==> src/rtl/music_pkg.sv <==
// Shared types and constants for the MUSIC DOA sweep sequencer.
package music_pkg;

  localparam int THETA_W    = 8;
  localparam int LUT_ADDR_W = THETA_W + 2;
  localparam int STEER_W    = 8;
  localparam int EIG_W      = 32;

  typedef enum logic [2:0] {
    S_IDLE,
    S_WAIT_EVD,
    S_SELECT,
    S_FETCH,
    S_ISSUE,
    S_WAIT_SPEC,
    S_DONE
  } seq_state_t;

endpackage

==> src/rtl/noise_subspace_select.sv <==
// Combinational finder of the two smallest of four signed eigenvalues.
// Ties resolve to the lower index for both idx1 and idx2.
module noise_subspace_select
  import music_pkg::*;
(
  input  logic signed [EIG_W-1:0] d0,
  input  logic signed [EIG_W-1:0] d1,
  input  logic signed [EIG_W-1:0] d2,
  input  logic signed [EIG_W-1:0] d3,
  output logic        [1:0]       idx1,
  output logic        [1:0]       idx2
);

  logic signed [EIG_W-1:0] d [4];

  always_comb begin
    d[0] = d0;
    d[1] = d1;
    d[2] = d2;
    d[3] = d3;

    idx1 = 2'd0;
    for (int i = 1; i < 4; i++) begin
      if (d[i] < d[idx1]) idx1 = 2'(i);
    end

    // Seed with the first index that is not idx1, then scan in ascending order.
    idx2 = (idx1 == 2'd0) ? 2'd1 : 2'd0;
    for (int i = 1; i < 4; i++) begin
      if ((2'(i) != idx1) && (d[i] < d[idx2])) idx2 = 2'(i);
    end
  end

endmodule

==> src/rtl/music_sweep_sequencer.sv <==
// Top-level MUSIC DOA sequencer: EVD handshake, noise-vector select, theta sweep, peak tracking.
// Optional watchdog in WAIT_SPEC enabled by defining MUSIC_SEQ_TIMEOUT_EN.
module music_sweep_sequencer #(
  parameter int THETA_MAX   = 180,
  parameter int THETA_W     = music_pkg::THETA_W,
  parameter int SPEC_W      = 64,
  parameter int TIMEOUT_CYC = 1023
) (
  input  logic                           clk,
  input  logic                           rst,
  input  logic                           cov_av,
  input  logic                           evd_av,
  input  logic signed [music_pkg::EIG_W-1:0]   d0,
  input  logic signed [music_pkg::EIG_W-1:0]   d1,
  input  logic signed [music_pkg::EIG_W-1:0]   d2,
  input  logic signed [music_pkg::EIG_W-1:0]   d3,
  input  logic signed [music_pkg::STEER_W-1:0] lut_data,
  input  logic                           spec_av,
  input  logic        [SPEC_W-1:0]       spec_val,
  output logic        [THETA_W+1:0]      lut_addr,
  output logic signed [music_pkg::STEER_W-1:0] steer0,
  output logic signed [music_pkg::STEER_W-1:0] steer1,
  output logic signed [music_pkg::STEER_W-1:0] steer2,
  output logic signed [music_pkg::STEER_W-1:0] steer3,
  output logic                           steer_av,
  output logic        [1:0]              noise_idx1,
  output logic        [1:0]              noise_idx2,
  output logic                           busy,
  output logic                           sweep_done,
  output logic        [THETA_W-1:0]      peak_theta,
  output logic        [SPEC_W-1:0]       peak_val,
  output logic                           timeout_err
);

  import music_pkg::*;

  seq_state_t          state;
  seq_state_t          state_nxt;
  logic [THETA_W-1:0]  theta;
  logic [2:0]          fetch_cnt;
  logic [SPEC_W-1:0]   run_min;
  logic [THETA_W-1:0]  run_theta;
  logic [1:0]          sel_idx1;
  logic [1:0]          sel_idx2;
  logic                at_last;
  logic                to_hit;

  assign at_last  = (theta == THETA_W'(THETA_MAX));
  assign busy     = (state != S_IDLE);
  assign lut_addr = (state == S_FETCH) ? {theta, fetch_cnt[1:0]} : '0;

  noise_subspace_select u_select (
    .d0   (d0),
    .d1   (d1),
    .d2   (d2),
    .d3   (d3),
    .idx1 (sel_idx1),
    .idx2 (sel_idx2)
  );

`ifdef MUSIC_SEQ_TIMEOUT_EN
  localparam int TO_W = $clog2(TIMEOUT_CYC + 1);
  logic [TO_W-1:0] to_cnt;

  // A result arriving on the last allowed cycle still wins over the watchdog.
  assign to_hit = (state == S_WAIT_SPEC) && !spec_av &&
                  (to_cnt == TO_W'(TIMEOUT_CYC - 1));

  always_ff @(posedge clk or posedge rst) begin
    if (rst) begin
      to_cnt      <= '0;
      timeout_err <= 1'b0;
    end else begin
      if (state == S_WAIT_SPEC) to_cnt <= to_cnt + 1'b1;
      else                      to_cnt <= '0;
      if (to_hit) timeout_err <= 1'b1;
    end
  end
`else
  assign to_hit      = 1'b0;
  assign timeout_err = 1'b0;
`endif

  always_comb begin
    state_nxt  = state;
    steer_av   = 1'b0;
    sweep_done = 1'b0;
    case (state)
      S_IDLE:      if (cov_av) state_nxt = S_WAIT_EVD;
      S_WAIT_EVD:  if (evd_av) state_nxt = S_SELECT;
      S_SELECT:    state_nxt = S_FETCH;
      S_FETCH:     if (fetch_cnt == 3'd4) state_nxt = S_ISSUE;
      S_ISSUE: begin
        steer_av  = 1'b1;
        state_nxt = S_WAIT_SPEC;
      end
      S_WAIT_SPEC: begin
        if (spec_av)     state_nxt = at_last ? S_DONE : S_FETCH;
        else if (to_hit) state_nxt = S_IDLE;
      end
      S_DONE: begin
        sweep_done = 1'b1;
        state_nxt  = S_IDLE;
      end
      default:     state_nxt = S_IDLE;
    endcase
  end

  always_ff @(posedge clk or posedge rst) begin
    if (rst) begin
      state      <= S_IDLE;
      theta      <= '0;
      fetch_cnt  <= '0;
      run_min    <= '1;
      run_theta  <= '0;
      steer0     <= '0;
      steer1     <= '0;
      steer2     <= '0;
      steer3     <= '0;
      noise_idx1 <= 2'd0;
      noise_idx2 <= 2'd1;
      peak_theta <= '0;
      peak_val   <= '1;
    end else begin
      state <= state_nxt;
      case (state)
        S_IDLE: begin
          theta     <= '0;
          fetch_cnt <= '0;
        end
        S_SELECT: begin
          noise_idx1 <= sel_idx1;
          noise_idx2 <= sel_idx2;
          theta      <= '0;
          fetch_cnt  <= '0;
          run_min    <= '1;
          run_theta  <= '0;
        end
        S_FETCH: begin
          // LUT word for element k arrives one cycle after its address.
          fetch_cnt <= fetch_cnt + 3'd1;
          case (fetch_cnt)
            3'd1:    steer0 <= lut_data;
            3'd2:    steer1 <= lut_data;
            3'd3:    steer2 <= lut_data;
            3'd4:    steer3 <= lut_data;
            default: ;
          endcase
        end
        S_ISSUE: fetch_cnt <= '0;
        S_WAIT_SPEC: begin
          if (spec_av) begin
            if (spec_val < run_min) begin
              run_min   <= spec_val;
              run_theta <= theta;
            end
            if (!at_last) theta <= theta + 1'b1;
          end
        end
        S_DONE: begin
          peak_theta <= run_theta;
          peak_val   <= run_min;
        end
        default: ;
      endcase
    end
  end

endmodule

==> config.mk <==
export PLATFORM = sky130hd
export DESIGN_NAME = music_sweep_sequencer
export DESIGN_NICKNAME = d
export VERILOG_FILES = /design/src/rtl/music_pkg.sv /design/src/rtl/noise_subspace_select.sv /design/src/rtl/music_sweep_sequencer.sv
export SDC_FILE = /design/constraint.sdc
export NUM_CORES = 1
export LEC_CHECK = 0
export BUFFER_PORTS_ARGS = -buffer_cell sky130_fd_sc_hd__buf_2
export CAP_MARGIN = 15
export CORE_MARGIN = 5
export CORE_UTILIZATION = 45
export DETAILED_ROUTE_END_ITERATION = 7
export GPL_TIMING_DRIVEN = 0
export PLACE_DENSITY = 0.78
export REMOVE_ABC_BUFFERS = 1
export SYNTH_ARGS = -nofsm -noshare
export SYNTH_HDL_FRONTEND = slang
export SYNTH_SLANG_ARGS = --single-unit
==> constraint.sdc <==
create_clock -name clk -period 9.1 [get_ports clk]
set_input_delay 0.91 -clock clk [delete_from_list [all_inputs] [get_ports clk]]
set_output_delay 0.91 -clock clk [all_outputs]
set_load 0.01 [all_outputs]
==> results_dict.tcl <==
set metrics [dict create \
    hold_buffers 0 \
    yosysWarnings 0 \
    finalSetupViolations 2 \
    wl_per_cell_microns 19.92 \
    drtAntennaViolNets 0 \
    ys_seq_area_frac 0.3316 \
    cap_viol_max_count 0 \
    cpMostUsedCell "a21o_1" \
    cts_inserted_buffers 17 \
    cts_tree "done" \
    period_share 1.648 \
    dominantRegCellSynth "dfstp_2" \
    crit_fanout 12 \
    violations "setup timing" \
    synth-edff-count 0 \
    drtPass1Iterations 6 \
    syn_area_sq_mm 0.01513 \
    r2r-end "run_theta[7]$_DFFE_PP0P_" \
    setup_ws_ps -5898 \
    hp-start "run_theta[3]$_DFFE_PP0P_" \
    critPathMaxStageDelay_ps 460 \
    syn2layout_area_growth_pct 33.34 \
    synth_seq_cells 194 \
    critical_path_class "input pin to flip-flop" \
    power.leakage_nw 10.17 \
    worst_setup_path_start_kind "input pin" \
    cts_sinks 194 \
    min_to "peak_theta[3]$_DFFE_PP0P_" \
    fin_util 0.6046 \
    cp-end-kind "flip-flop" \
    start_util 0.4534 \
    routed_wl_microns 50930 \
    crit_slowest_cell "o41a_1" \
    worst_hold_slack_ps 456.5 \
    fin_cells 2557 \
    avgSynthCellArea_sq_um 9.058 \
    power-per-cell-area_mw_per_mm2 289.8 \
    peakVddDrop_v 0.0001894 \
    rsz0062_at_grt "true" \
    ff2ff_path_depth 17 \
    place_hpwl_microns 34570 \
    grt_pass1_wl_microns 77050 \
    io_pins 327 \
    gr-total-overflow 0 \
    grt_pass1_vias 15080 \
    insertion_delay_ps 450 \
    layout.nets 2548 \
    tightest_slew_ps 893.0 \
    row_count 67 \
    num-fill-cells 2761 \
    outcome "finished with violations" \
    dp.cells 2392 \
    grt_usage 0.2511 \
    dieArea_sq_mm 0.03738 \
    arrival_ps 15370 \
    synth_cell_types 67 \
    skew_ps 12.60 \
    drv_slew 0 \
    finalWeightedCongestion 0.9144 \
    clkTransAtPathRegs_ps 80 \
    finalHoldViolations 0 \
    vias 14960 \
    rr_startpoint "run_min[1]$_DFFE_PP1P_" \
    post_drt_via_cell_ratio 5.852 \
    final_layout_size_suffix_gt1_frac 0.3829 \
    cp.required_ps 9470 \
    synthCells 1670 \
    htree_levels 4 \
    core-area_sq_mm 0.03336 \
    clk_path_buf_depth 2 \
    clock-root-buffer "clkbuf_16" \
    async_flop_share 1.000 \
    antenna_found_initial 14 \
    drt_iter0_drc 927 \
    port_buffers 325 \
    die_h_microns 193.3 \
    hold_class "flip-flop to flip-flop" \
    grt_max_degree 99 \
    fmax_mhz 66.68 \
    die_w_microns 193.3 \
    hold_path_depth 2 \
    rrSetupSlack_ps 4800 \
    slew-limit-headroom 0.4047 \
    min_period_ps 15000 \
    drc 0 \
]
==> cell type report <==
class | count | area [sq um] | area share
timing repair inverter | 2 | 13.76 | 0.0006823
inverter | 113 | 444.2 | 0.02202
sequential | 194 | 5016 | 0.2487
tap | 448 | 560.5 | 0.02779
timing repair buffer | 459 | 3149 | 0.1561
clock buffer | 18 | 439.2 | 0.02177
clock inverter | 14 | 152.6 | 0.007568
antenna | 9 | 22.52 | 0.001117
multi-input combinational | 1300 | 10370 | 0.5142
==> worst max-delay path, delay by kind of cell <==
| kind | cells | cell delay (ps) |
|---|---|---|
| buf+inv | 17 | 2390 |
| fa+ha+maj | 6 | 1490 |
| mux | 2 | 540 |
| compound gates | 37 | 6980 |
| simple gates | 18 | 3030 |
==> flip-flops by register name, summed over array words and instances (netlist names), 3 cells and up <==
name and count:
state 3, steer0 8, steer1 8, fetch_cnt 3, run_min 64, steer2 8
peak_theta 8, run_theta 8, peak_val 64, theta 8, steer3 8
==> per-layer routing <==
| layer | track usage | up-vias | wire (microns) |
|---|---|---|---|
| met1 | 0.2949 | 7058 | 19710 |
| li1 | - | 6914 | - |
| met5 | 0 | - | 78 |
| met2 | 0.4207 | 708 | 23670 |
| met4 | 0.1387 | 12 | 3226 |
| met3 | 0.06366 | 272 | 4253 |
==> through the flow <==
step	setup slack, ps	power (W)	TNS (ps)	instance area [sq um]
2_1_floorplan	-11620	0.003386	-27140	14870
3_3_place_gp	-17920	0.004156	-46410	17060
3_5_place_dp	-9461	0.004322	-19490	17400
4_1_cts	-4778	0.005629	-11420	19740
5_1_grt	-6385	0.006260	-13050	20170
6_report	-5898	0.005844	-11780	20170
==> where the power goes <==
| part | total, W | switching, W | internal, W |
|---|---|---|---|
| logic | 0.00345 | 0.00186 | 0.00159 |
| registers | 0.00164 | 0.000210 | 0.00143 |
| clock network | 0.000748 | 0.000370 | 0.000377 |
==> cells in the mapped netlist (3+ instances only) <==
master	count	area, sq um
ha_1	256	3203
nand2_1	205	769.5
o21ai_0	149	745.7
dfstp_2	129	3390
inv_1	110	412.9
a21oi_1	106	530.5
nor2_1	83	311.6
mux2i_1	67	670.6
dfrtp_1	65	1627
o22a_1	64	560.5
a21o_1	48	360.4
nand4_1	44	275.3
clkbuf_1	42	157.7
o21ai_1	41	205.2
mux2_2	33	371.6
nand2b_1	27	168.9
nor2b_1	25	156.4
nand3_1	22	110.1
nor3_1	22	110.1
a211oi_1	11	82.58
buf_1	11	41.29
buf_2	10	50.05
nor4_1	6	37.54
xnor2_1	6	52.55
a221oi_1	5	43.79
and2_1	5	31.28
and4_1	5	43.79
o31ai_1	5	37.54
a21boi_0	4	30.03
a31oi_1	4	25.02
o211ai_1	4	30.03
o22ai_1	4	25.02
a22o_1	3	26.28
clkinv_1	3	11.26
o21bai_1	3	22.52
or2_2	3	18.77
or3_1	3	18.77
==> how the worst max path moves through the flow <==
stage,from,to,cells after the start
final,d0[25],noise_idx2[0]$_DFFE_PP1N_,80
after detailed placement,d0[27],noise_idx2[0]$_DFFE_PP1N_,78
after floorplan,d0[25],noise_idx2[0]$_DFFE_PP1N_,66
after global placement,d0[2],noise_idx2[0]$_DFFE_PP1N_,66
after CTS,d0[27],noise_idx2[1]$_DFFE_PP0N_,79
after global routing,d0[17],noise_idx2[0]$_DFFE_PP1N_,80
==> cell usage in the layout (no fill, tap or decap), types with 20 or more instances in the layout <==
cell type  instances
a21o_1            48
inv_1            103
ha_1             240
nor2_1            74
clkbuf_16         20
nand4_1           44
dfrtp_1           65
o21ai_0          125
o21ai_1           53
buf_4             97
dfstp_2          129
nand2_1          198
mux2i_1           40
buf_2            319
o22a_1            64
a21oi_1           86
mux2_2            33
nand2b_1          27
nor2b_1           25
==> cells by family (layout without fill, tap and decap cells) <==
logic type	after synthesis	count (layout)	share of synthesized area
adder cells (fa/ha/maj)	256	256	0.2117
flip-flops	194	194	0.3316
multiplexers	100	100	0.06890
XOR/XNOR	7	7	0.004053
AND/OR/NAND/NOR	459	459	0.1404
buffers and inverters	177	606	0.04500
AO/OA/AOI/OAI	476	477	0.1981
other	1	10	0.0002479
==> what timing repair did <==
action	4_1_cts	5_1_grt
buffers inserted	114	27
setup endpoints to repair	2	3
pin swaps	85	45
cloned	10	1
resized for setup	148	85
Power figures use the tool's default switching activity.
